===== config.mk =====
export PLATFORM = sky130hd
export DESIGN_NAME = audio_gain_stage
export DESIGN_NICKNAME = d
export VERILOG_FILES = /design/src/rtl/audio_gain_stage.sv
export SDC_FILE = /design/constraint.sdc
export NUM_CORES = 1
export LEC_CHECK = 0
export ABC_AREA = 1
export CAP_MARGIN = 15
export CORE_UTILIZATION = 30
export DETAILED_ROUTE_END_ITERATION = 6
export PLACE_DENSITY = 0.48
export SYNTH_ARGS = -nofsm -noshare
export SYNTH_HDL_FRONTEND = slang
export SYNTH_SLANG_ARGS = --single-unit

===== constraint.sdc =====
create_clock -name clk -period 2.2 [get_ports clk]
set_input_delay 0.44 -clock clk [delete_from_list [all_inputs] [get_ports clk]]
set_output_delay 0.44 -clock clk [all_outputs]
set_load 0.03 [all_outputs]

===== src/rtl/audio_gain_stage.sv =====
// rtl/audio_gain_stage.sv - stereo serial shift-add gain stage with saturation
module audio_gain_stage #(
   parameter int GAIN_W = 8,
   parameter int FRAC   = 6
) (
   input  logic              clk,
   input  logic              rst,
   input  logic              LRCK,
   input  logic [23:0]       LCH_ADC,
   input  logic [23:0]       RCH_ADC,
   input  logic [GAIN_W-1:0] gain_l,
   input  logic [GAIN_W-1:0] gain_r,
   input  logic              mute,
   output logic [23:0]       LCH_DAC,
   output logic [23:0]       RCH_DAC,
   output logic              sample_stb,
   output logic              clip_l,
   output logic              clip_r,
   output logic              busy,
   output logic              overrun
);

   // Accumulator holds the full signed product of a 24-bit sample and an unsigned gain.
   localparam int ACC_W = 24 + GAIN_W + 1;
   localparam int CNT_W = (GAIN_W > 1) ? $clog2(GAIN_W) : 1;

   typedef enum logic [2:0] {
      S_IDLE,
      S_MUL_L,
      S_MUL_R,
      S_SAT,
      S_OUT
   } state_t;

   state_t r_state;
   state_t w_next;

   logic                     r_lrck_d;
   logic [23:0]              r_samp_r;
   logic [GAIN_W-1:0]        r_gain_r;
   logic                     r_mute;
   logic signed [ACC_W-1:0]  r_mcand;
   logic [GAIN_W-1:0]        r_mplier;
   logic signed [ACC_W-1:0]  r_acc;
   logic [CNT_W-1:0]         r_bit_cnt;
   logic signed [ACC_W-1:0]  r_prod_l;
   logic signed [ACC_W-1:0]  r_prod_r;
   logic [23:0]              r_sat_l;
   logic [23:0]              r_sat_r;
   logic                     r_ovf_l;
   logic                     r_ovf_r;
   logic [23:0]              r_lch;
   logic [23:0]              r_rch;
   logic                     r_stb;
   logic                     r_clip_l;
   logic                     r_clip_r;
   logic                     r_busy;
   logic                     r_overrun;

   logic                     w_frame_edge;
   logic                     w_last_bit;
   logic signed [ACC_W-1:0]  w_acc_sum;
   logic signed [ACC_W-1:0]  w_shr_l;
   logic signed [ACC_W-1:0]  w_shr_r;
   logic                     w_fits_l;
   logic                     w_fits_r;
   logic [23:0]              w_sat_l;
   logic [23:0]              w_sat_r;

   assign w_frame_edge = LRCK & ~r_lrck_d;
   assign w_last_bit   = (r_bit_cnt == CNT_W'(GAIN_W - 1));
   assign w_acc_sum    = r_acc + (r_mplier[0] ? r_mcand : '0);

   // Floor-shift the products; a result fits in 24 bits when all bits above bit 23 match the sign.
   assign w_shr_l  = r_prod_l >>> FRAC;
   assign w_shr_r  = r_prod_r >>> FRAC;
   assign w_fits_l = (&w_shr_l[ACC_W-1:23]) | ~(|w_shr_l[ACC_W-1:23]);
   assign w_fits_r = (&w_shr_r[ACC_W-1:23]) | ~(|w_shr_r[ACC_W-1:23]);
   assign w_sat_l  = w_fits_l ? w_shr_l[23:0] : (w_shr_l[ACC_W-1] ? 24'h800000 : 24'h7FFFFF);
   assign w_sat_r  = w_fits_r ? w_shr_r[23:0] : (w_shr_r[ACC_W-1] ? 24'h800000 : 24'h7FFFFF);

   assign LCH_DAC    = r_lch;
   assign RCH_DAC    = r_rch;
   assign sample_stb = r_stb;
   assign clip_l     = r_clip_l;
   assign clip_r     = r_clip_r;
   assign busy       = r_busy;
   assign overrun    = r_overrun;

   // State register.
   always_ff @(posedge clk) begin
      if (rst) begin
         r_state <= S_IDLE;
      end else begin
         r_state <= w_next;
      end
   end

   // Next-state logic: one frame walks IDLE -> MUL_L -> MUL_R -> SAT -> OUT -> IDLE.
   always_comb begin
      w_next = r_state;
      case (r_state)
         S_IDLE:  if (w_frame_edge) w_next = S_MUL_L;
         S_MUL_L: if (w_last_bit)   w_next = S_MUL_R;
         S_MUL_R: if (w_last_bit)   w_next = S_SAT;
         S_SAT:   w_next = S_OUT;
         S_OUT:   w_next = S_IDLE;
         default: w_next = S_IDLE;
      endcase
   end

   // Datapath: capture, LSB-first shift-add multiply, saturate, then publish results.
   always_ff @(posedge clk) begin
      if (rst) begin
         r_lrck_d  <= 1'b1;
         r_samp_r  <= '0;
         r_gain_r  <= '0;
         r_mute    <= 1'b0;
         r_mcand   <= '0;
         r_mplier  <= '0;
         r_acc     <= '0;
         r_bit_cnt <= '0;
         r_prod_l  <= '0;
         r_prod_r  <= '0;
         r_sat_l   <= '0;
         r_sat_r   <= '0;
         r_ovf_l   <= 1'b0;
         r_ovf_r   <= 1'b0;
         r_lch     <= '0;
         r_rch     <= '0;
         r_stb     <= 1'b0;
         r_clip_l  <= 1'b0;
         r_clip_r  <= 1'b0;
         r_busy    <= 1'b0;
         r_overrun <= 1'b0;
      end else begin
         r_lrck_d <= LRCK;
         r_stb    <= 1'b0;
         if (w_frame_edge && (r_state != S_IDLE)) begin
            r_overrun <= 1'b1;
         end
         case (r_state)
            S_IDLE: begin
               if (w_frame_edge) begin
                  r_samp_r  <= RCH_ADC;
                  r_gain_r  <= gain_r;
                  r_mute    <= mute;
                  r_mcand   <= {{(ACC_W-24){LCH_ADC[23]}}, LCH_ADC};
                  r_mplier  <= gain_l;
                  r_acc     <= '0;
                  r_bit_cnt <= '0;
                  r_busy    <= 1'b1;
               end
            end
            S_MUL_L: begin
               r_acc     <= w_acc_sum;
               r_mcand   <= r_mcand << 1;
               r_mplier  <= r_mplier >> 1;
               r_bit_cnt <= r_bit_cnt + CNT_W'(1);
               if (w_last_bit) begin
                  r_prod_l  <= w_acc_sum;
                  r_acc     <= '0;
                  r_mcand   <= {{(ACC_W-24){r_samp_r[23]}}, r_samp_r};
                  r_mplier  <= r_gain_r;
                  r_bit_cnt <= '0;
               end
            end
            S_MUL_R: begin
               r_acc     <= w_acc_sum;
               r_mcand   <= r_mcand << 1;
               r_mplier  <= r_mplier >> 1;
               r_bit_cnt <= r_bit_cnt + CNT_W'(1);
               if (w_last_bit) begin
                  r_prod_r  <= w_acc_sum;
                  r_bit_cnt <= '0;
               end
            end
            S_SAT: begin
               r_sat_l <= w_sat_l;
               r_sat_r <= w_sat_r;
               r_ovf_l <= ~w_fits_l;
               r_ovf_r <= ~w_fits_r;
            end
            S_OUT: begin
               r_lch    <= r_mute ? 24'h0 : r_sat_l;
               r_rch    <= r_mute ? 24'h0 : r_sat_r;
               r_clip_l <= r_mute ? 1'b0 : r_ovf_l;
               r_clip_r <= r_mute ? 1'b0 : r_ovf_r;
               r_stb    <= 1'b1;
               r_busy   <= 1'b0;
            end
            default: begin
               r_busy <= 1'b0;
            end
         endcase
      end
   end

endmodule


==> impl_metrics.toml, run 1 <==
[synthesis]
ys.warnings.count = 0
synthFlopType = "dfxtp_1"
syn_nets = 2134
synthCells = 2031
synth_enable_flop_cells = 0
async_flop_share = 0
syn-cell-area_mm2 = 0.0137
synth-seq-cells = 271
synth_seq_area_share = 0.397
avgSynthCellArea_um2 = 6.72
ys_types = 41

[worst_setup_path]
start_kind = "register"
crit_type = "register to register"
path_max_fanout = 14
reg2reg_slack_ns = 0.03
endpoint_kind = "register"
worstPathRequired_ns = 2.64
cp.arrival_ns = 2.61
r2r_end = "r_prod_r[7]"
reg2reg_from = "r_mplier[0]"
worstRegToRegCells = 14

[sta]
setup_viol = 0
drv_slew = 0
period_share = 0.987
clock_skew_ns = 0.0291
fmax_mhz = 461
holdWs_ns = 0.439
maxSlewHeadroom = 0.454
hold_violations = 0
finalSetupTns_ns = 0
rsz0062_at_grt = "yes"
tightest_slew_ns = 0.818
min_period_ns = 2.17

[detailed_routing]
routed-wl-met3_um = 1250
drt-met1-wl_um = 21500
routedWlPerCell_um = 15.2
wl_met2_um = 19300
drc = 0
antenna_left = 0
top_layer = "met4"
drt_wl_total_um = 43000
vias_per_cell = 4.63
routed-via-count = 13100
first_pass_iters = 5
dr.first_iter.drc_count = 596

[global_route]
grt_antenna_before_repair = 0
grt_first_pass_wirelength_um = 69600
grt_max_degree = 130
grt_pass1_vias = 12800
overflow = 0
grt.total_usage = 0.186

[cells_and_area]
regArea_mm2 = 0.00543
postLayoutCoreUtil = 0.411
final_nets = 2308
num-fill-cells = 4705
layout-drive-gt1-share = 0.189
area_growth_pct = 34.2
diodes = 0
multi_input_area_mm2 = 0.00760

[status]
status = "complete, no violations"

[place]
routabilityCongestion = 0.916
dpl.hpwl_um = 31000
port_buffers = 120

[die]
rows = 77
core-area_mm2 = 0.0446
die_w_um = 215
ios = 121
fp.dieArea_mm2 = 0.0464
fp.dieH_um = 215
start_util = 0.306

[clocking]
cts-root-buf = "clkbuf_16"
clockBufferDepth = 3
clock_sinks = 271
htreeDepth = 2
path_clk_slew_ns = 0.06
cts_made_buffers = 34
cts_tree = "done"
clock_latency_ns = 0.56
holdBufCountCts = 0

[min_path]
hold_end = "r_mute"
hold_start = "r_mute"
min_path_type = "register to register"
hold-path-cell-count = 2

[power_and_ir_drop]
p_per_area_mw_per_mm2 = 861
vdd_ir_drop_max_v = 0.000505
p_leak_nw = 7.95

[flow_run]
maxCapViolations = 0
## per-layer routing
metal	track usage	vias up
met5	0	-
met4	0.0508	0
met3	0.0265	49
met2	0.303	195
met1	0.257	6017
li1	-	6804
## through the flow
| step | instance area, µm² | std cells | total power [mW] | setup WS [ns] |
|---|---|---|---|---|
| 6_report | 18300 | 2821 | 15.8 | 0.0295 |
| 2_1_floorplan | 13700 | 2031 | 8.50 | 0.0171 |
| 4_1_cts | 17700 | 2815 | 15.8 | -0.0223 |
| 3_5_place_dp | 16200 | 2755 | 10.0 | -0.299 |
| 3_3_place_gp | 16200 | 2755 | 9.99 | -0.330 |
| 5_1_grt | 18300 | 2821 | 16.7 | -0.106 |
## repair_timing
item / in CTS / in global routing
endpoints found under the hold margin: 0 / 0
pin swaps: 8 / 35
resized for setup: 67 / 168
endpoints found under the setup margin: 71 / 76
setup buffers: 0 / 6
## cell type report
cell class                      count  share of cell area
Multi-Input combinational cell   1362               0.415
Sequential cell                   271               0.296
Timing Repair Buffer              247               0.128
Inverter                          289              0.0595
Clock buffer                       48              0.0509
Tap cell                          592              0.0404
Clock inverter                     12              0.0105
## worst max-delay path by stage
stage,from,end,depth (start not counted)
floorplan,r_mplier[0],r_prod_l[28],19
detailed placement,r_mplier[0],r_prod_r[15],14
global route,r_mplier[0],r_prod_r[17],16
CTS,r_mplier[0],r_prod_l[17],16
finish,r_mplier[0],r_prod_r[7],14
global placement,r_mplier[0],r_prod_r[15],14
## registers in the layout, summed over array words and instances, names as in the netlist
register,flops
r_ovf_l,1
RCH_DAC,24
r_mcand,33
r_mplier,8
r_bit_cnt,3
clip_l,1
busy,1
r_ovf_r,1
r_mute,1
r_sat_r,24
r_state,3
r_gain_r,8
r_lrck_d,1
r_sat_l,24
r_prod_r,27
LCH_DAC,24
sample_stb,1
overrun,1
r_prod_l,27
r_samp_r,24
r_acc,33
clip_r,1
## worst max-delay path: stages (launching register included)
cell and delay [ns]:
dfxtp_4 0.37, buf_12 0.15, nand2_1 0.07, inv_2 0.05
ha_4 0.26, nand2_4 0.11, inv_2 0.05, a21oi_2 0.12
nand2_1 0.09, buf_4 0.14, buf_4 0.12, xor2_1 0.15
buf_4 0.18, o21bai_1 0.13, inv_1 0.05
## cell families after synthesis
family	share of synthesized area
DFF	0.397
and+or+nand+nor	0.248
xor gates and xnor gates	0.00770
adders and majority gates	0.0326
buffers and inverters	0.118
AOI/OAI and AO/OA	0.197
## cells in the mapped netlist (3+ instances only)
cell / number / area, µm²
a21o_1: 5 / 37.5
a21oi_1: 208 / 1040
a21oi_2: 22 / 193
and2_1: 6 / 37.5
buf_2: 16 / 80.1
buf_4: 10 / 75.1
buf_6: 5 / 56.3
clkbuf_1: 75 / 282
dfxtp_1: 271 / 5430
ha_1: 34 / 425
inv_1: 276 / 1040
inv_2: 10 / 37.5
nand2_1: 515 / 1930
nand2_4: 3 / 33.8
nand3_1: 111 / 556
nand3b_1: 4 / 30.0
nand4_1: 7 / 43.8
nor2_1: 161 / 604
nor3_2: 3 / 30.0
o211ai_1: 13 / 97.6
o211ai_2: 3 / 37.5
o21a_1: 8 / 60.1
o21ai_0: 213 / 1070
o21bai_1: 14 / 105
xor2_1: 12 / 105
## report_power, final
group | leakage (nW) | internal (mW) | switching (mW) | total, mW
sequential | 2.20 | 5.46 | 0.392 | 5.85
clock | 0.530 | 3.35 | 2.31 | 5.66
combinational | 5.22 | 1.61 | 2.68 | 4.28
total | 7.95 | 10.4 | 5.38 | 15.8
## cell usage in the layout, fill, tap and decap left out, drive strengths merged, types with 7 or more instances in the layout
master | Yosys | routed
nor2 | 167 | 167
ha | 34 | 34
nand2 | 520 | 520
o21a | 8 | 8
buf | 34 | 128
o21bai | 14 | 14
clkinv | 1 | 7
xor2 | 12 | 12
o21ai | 215 | 215
a21oi | 230 | 230
dfxtp | 271 | 271
o211ai | 16 | 16
nand4 | 8 | 8
clkbuf | 75 | 48
inv | 288 | 287
clkdlybuf4s50 | 0 | 119
nand3 | 111 | 111
(Power assumes the default switching activity.)
==> run 2: changes to the inputs <==
- SKIP_CTS_REPAIR_TIMING: not set -> 1
==> impl_metrics.toml, run 2 (synthesis results as in run 1) <==
[cells_and_area]
mostFrequentLayoutCells = "nand2_1 (438), dfxtp_1 (270), inv_1 (257)"
reg_top3 = "r_acc: 33 flops, r_mcand: 33 flops"
final_nets = 2306
final_cells = 2819
diodes = 0
final_common_cell = "nand2_1"
num-fill-cells = 4698
postLayoutCoreUtil = 0.410
final_area_mm2 = 0.0183
layout-drive-gt1-share = 0.186
area_growth_pct = 34.0

[worst_setup_path]
cp_slowest_cell = "dfxtp_4"
critPathMaxStageDelay_ns = 0.37
reg2reg_from = "r_mplier[0]"
crit_path_frequent_cell = "nand2_1"
start_kind = "register"
cp.arrival_ns = 2.57
crit_type = "register to register"
endpoint_kind = "register"
worstPathRequired_ns = 2.60
path_max_fanout = 14
path_cells = "buf_12 -> nand2_1 -> inv_2 -> ha_4 -> nand2_4 -> nor2_2 -> nand3_1 -> nand2_2 -> nand2_1 -> nand2_2 -> buf_4 -> nand2_1 -> nand2_1 -> nand2_1 -> nand3_1 -> a21oi_1"
worstSetupStartpoint = "r_mplier[0]"

[place]
routabilityCongestion = 0.916
dp.cells = 2755
port_buffers = 120
dpl.hpwl_um = 31000
post_dp_cell_area_mm2 = 0.0162

[sta]
rsz0062_at_grt = "yes"
min_period_ns = 2.17
tightest_slew_ns = 0.817
fmax_mhz = 460
clock_skew_ns = 0.0279
setup_viol = 0
period_share = 0.987
hold_violations = 0
drv_slew = 0
maxSlewHeadroom = 0.455

[die]
core-area_mm2 = 0.0446
fp.dieH_um = 215
fp.dieArea_mm2 = 0.0464
ios = 121
rows = 77
start_util = 0.306
die_w_um = 215

[status]
status = "complete, no violations"

[global_route]
grt_antenna_before_repair = 0
grt_first_pass_wirelength_um = 69300
overflow = 0
grt.total_usage = 0.186
grt_pass1_vias = 12800
grt_max_degree = 130

[power_and_ir_drop]
switching_power_mw = 5.37
intPower_mw = 10.4
p_comb_frac = 0.271
power_mw = 15.8
switching_share = 0.340
vdd_ir_drop_max_v = 0.000508
p_per_area_mw_per_mm2 = 863
p_leak_nw = 8.00
p_clk_frac = 0.358
p_seq_frac = 0.370

[detailed_routing]
drt_wl_total_um = 42900
drc = 0
routedWlPerCell_um = 15.2
dr.first_iter.drc_count = 652
antenna_left = 0
vias_per_cell = 4.65
first_pass_iters = 5
routed-via-count = 13100

[clocking]
cts-root-buf = "clkbuf_16"
htreeDepth = 2
cts_tree = "done"
clock_latency_ns = 0.56
path_clk_slew_ns = 0.06
clock_sinks = 271
cts_made_buffers = 34
clockBufferDepth = 3

[min_path]
min_path_type = "register to register"
hold_start = "r_mute"

[flow_run]
maxCapViolations = 0
-- run 2: cell count changes in the layout (fill, tap and decap cells not counted), moves of 4 or more --
cell / previous run / this run
nand2_4: 14 / 19
nand2_1: 442 / 438
nand3_1: 99 / 103
a21oi_2: 39 / 34
nand3_2: 9 / 5
a21oi_1: 189 / 194
-- run 2: layout make-up --
| class | instances | area (µm²) | share of cell area |
|---|---|---|---|
| multi-input cells | 1362 | 7590 | 0.415 |
| flip-flops and latches | 271 | 5430 | 0.297 |
| repair buffers | 245 | 2330 | 0.127 |
| inverters | 289 | 1090 | 0.0596 |
| clock buffers | 48 | 933 | 0.0510 |
| well taps | 592 | 741 | 0.0405 |
| clock inverters | 12 | 193 | 0.0105 |
-- run 2: worst max-delay path, delay by kind of cell (launching register included) --
family | cells | cell delay [ns]
simple gates | 11 | 0.92
flops | 1 | 0.37
compound gates | 1 | 0.07
fa+ha+maj | 1 | 0.31
buf+inv | 3 | 0.35
-- run 2: power groups by stage --
stage	registers (mW)	clock network, mW	logic [mW]
after floorplan	5.80	0	2.70
after global placement	5.93	0	4.07
after detailed placement	5.92	0	4.08
after CTS	5.82	5.82	4.10
after global routing	5.91	6.07	4.77
final	5.85	5.66	4.28
-- run 2: routing by layer --
layer	part of all wire	vias up	routed length (µm)	track usage
li1	-	6798	-	-
met1	0.49	6009	21200	0.256
met2	0.45	240	19100	0.301
met3	0.034	55	1470	0.0268
met4	0.026	0	1090	0.0501
met5	0	-	0	0
-- run 2: path summary, 6_finish.rpt --
check | end | slack (ns) | cells past startpoint
worst max-delay path | r_acc[23] | 0.03 | 16
worst min-delay path | r_mute | 0.44 | 2
worst max register to register | r_acc[23] | 0.03 | 16
worst min register to register | r_mute | 0.44 | 2
-- run 2: metrics by stage --
step | setup WS, ns | setup TNS (ns) | hold WS, ns
finish | 0.0283 | 0 | 0.439
global route | -0.118 | -2.87 | 0.473
CTS | -0.329 | -9.86 | 0.439
detailed placement | -0.299 | -8.88 | 0.432
global placement | -0.330 | -6.94 | 0.430
floorplan | 0.0171 | 0 | 0.430
==> run 3: changes to the inputs <==
- CORE_MARGIN: not set -> 2
- GPL_TIMING_DRIVEN: not set -> 0
==> impl_metrics.toml, run 3 (synthesis results as in run 1) <==
[sta]
min_period_ns = 2.38
drv_slew = 0
finalWorstSetupSlack_ns = -0.179
maxSlewHeadroom = 0.282
period_share = 1.08
tightest_slew_ns = 1.08
hold_violations = 0
holdWs_ns = 0.453
clock_skew_ns = 0.0186
setup_viol = 36
rsz0062_at_grt = "yes"
fmax_mhz = 420

[detailed_routing]
dr.first_iter.drc_count = 680
routedWlPerCell_um = 16.5
antenna_left = 0
drt_wl_total_um = 46900
routed-via-count = 13300
first_pass_iters = 5
drc = 0
vias_per_cell = 4.70

[clocking]
cts_made_buffers = 34
cts-root-buf = "clkbuf_16"
cts_tree = "done"
path_clk_slew_ns = 0.06
clock_sinks = 271
htreeDepth = 2
clock_latency_ns = 0.54
clockBufferDepth = 3

[global_route]
grt_pass1_vias = 12700
grt_max_degree = 13
overflow = 0
grt_first_pass_wirelength_um = 70500
grt.total_usage = 0.192
grt_antenna_before_repair = 0

[status]
violations = "setup timing"
status = "finished with violations"

[die]
fp.dieArea_mm2 = 0.0472
die_w_um = 217
ios = 121
core-area_mm2 = 0.0452
rows = 78
fp.dieH_um = 217
start_util = 0.302

[cells_and_area]
diodes = 0
final_common_cell = "nand2_1"
area_growth_pct = 34.8
layout-drive-gt1-share = 0.191
final_nets = 2315
reg_top3 = "r_acc: 33 flops, r_mcand: 33 flops"
mostFrequentLayoutCells = "nand2_1 (410), dfxtp_1 (270), inv_1 (253)"

[power_and_ir_drop]
power_mw = 15.8
p_seq_frac = 0.372
p_clk_frac = 0.348
p_leak_nw = 7.85
intPower_mw = 10.2
switching_power_mw = 5.53
vdd_ir_drop_max_v = 0.000584
p_comb_frac = 0.280
p_per_area_mw_per_mm2 = 857
switching_share = 0.351

[flow_run]
maxCapViolations = 0

[worst_setup_path]
worstPathRequired_ns = 2.66
endpoint_kind = "register"
start_kind = "register"
path_max_fanout = 7
crit_type = "register to register"
cp.arrival_ns = 2.84

[min_path]
min_path_type = "input pin to register"

[place]
routabilityCongestion = 0.904
dpl.hpwl_um = 35400
port_buffers = 120
-- run 3: changes by cell type in the layout (fill, tap and decap cells not counted), sizes merged --
cell,before,now
inv,287,290
clkbuf,48,123
clkdlybuf4s50,119,120
buf,126,62
bufinv,3,0
clkinvlp,4,1
-- run 3: area by class of cell --
type | count | area [µm²]
buffer | 108 | 546
clock buffer | 51 | 1030
clock inverter | 9 | 70.1
fill | 4735 | 26800
inverter | 289 | 1090
multi-input combinational | 1362 | 8030
sequential | 271 | 5430
tap | 600 | 751
timing repair buffer | 146 | 1470
-- run 3: path summary, 6_finish.rpt --
path,slack [ns],start,to,cells after the start
worst min-delay path,0.45,LRCK,r_lrck_d,3
worst max register to register,-0.18,r_mplier[0],r_acc[14],13
worst max-delay path,-0.18,r_mplier[0],r_acc[14],13
worst min register to register,0.46,LCH_DAC[11],LCH_DAC[11],2
-- run 3: metal layers --
layer	up-vias	GRT usage	part of all wire
met5	-	0	0
met4	0	0.0523	0.021
met3	49	0.0282	0.033
met2	250	0.319	0.47
met1	6183	0.260	0.48
li1	6850	-	-
-- run 3: power by group through the flow --
stage | Clock (mW) | Sequential (mW) | Combinational [mW]
after floorplan | 0 | 5.80 | 2.70
after global placement | 0 | 5.90 | 3.95
after detailed placement | 0 | 5.91 | 3.99
after CTS | 5.61 | 5.81 | 4.01
after global routing | 5.85 | 5.93 | 4.86
final | 5.48 | 5.87 | 4.42
-- run 3: worst max-delay path: stages (launching register included) --
cell and delay [ns]:
dfxtp_4 0.39, buf_4 0.17, nand2_1 0.07, inv_2 0.06, ha_4 0.30, nand2_1 0.10, nor2_2 0.25, and2_1 0.21
nand2_4 0.08, nand2_8 0.09, buf_12 0.11, xor2_4 0.25, nand2_1 0.08, a21oi_1 0.12
-- run 3: through the flow --
step | area (µm²) | TNS, ns | cells | utilization | setup WS, ns
after floorplan | 13700 | 0 | 2031 | - | 0.0171
after global placement | 15600 | -127.90 | 2751 | 0.345 | -1.12
after detailed placement | 15600 | -123.58 | 2751 | 0.345 | -1.10
after CTS | 16700 | -71.41 | 2811 | 0.370 | -1.12
after global routing | 18400 | -8.68 | 2836 | 0.407 | -0.262
final | 18400 | -2.17 | 2836 | 0.407 | -0.179
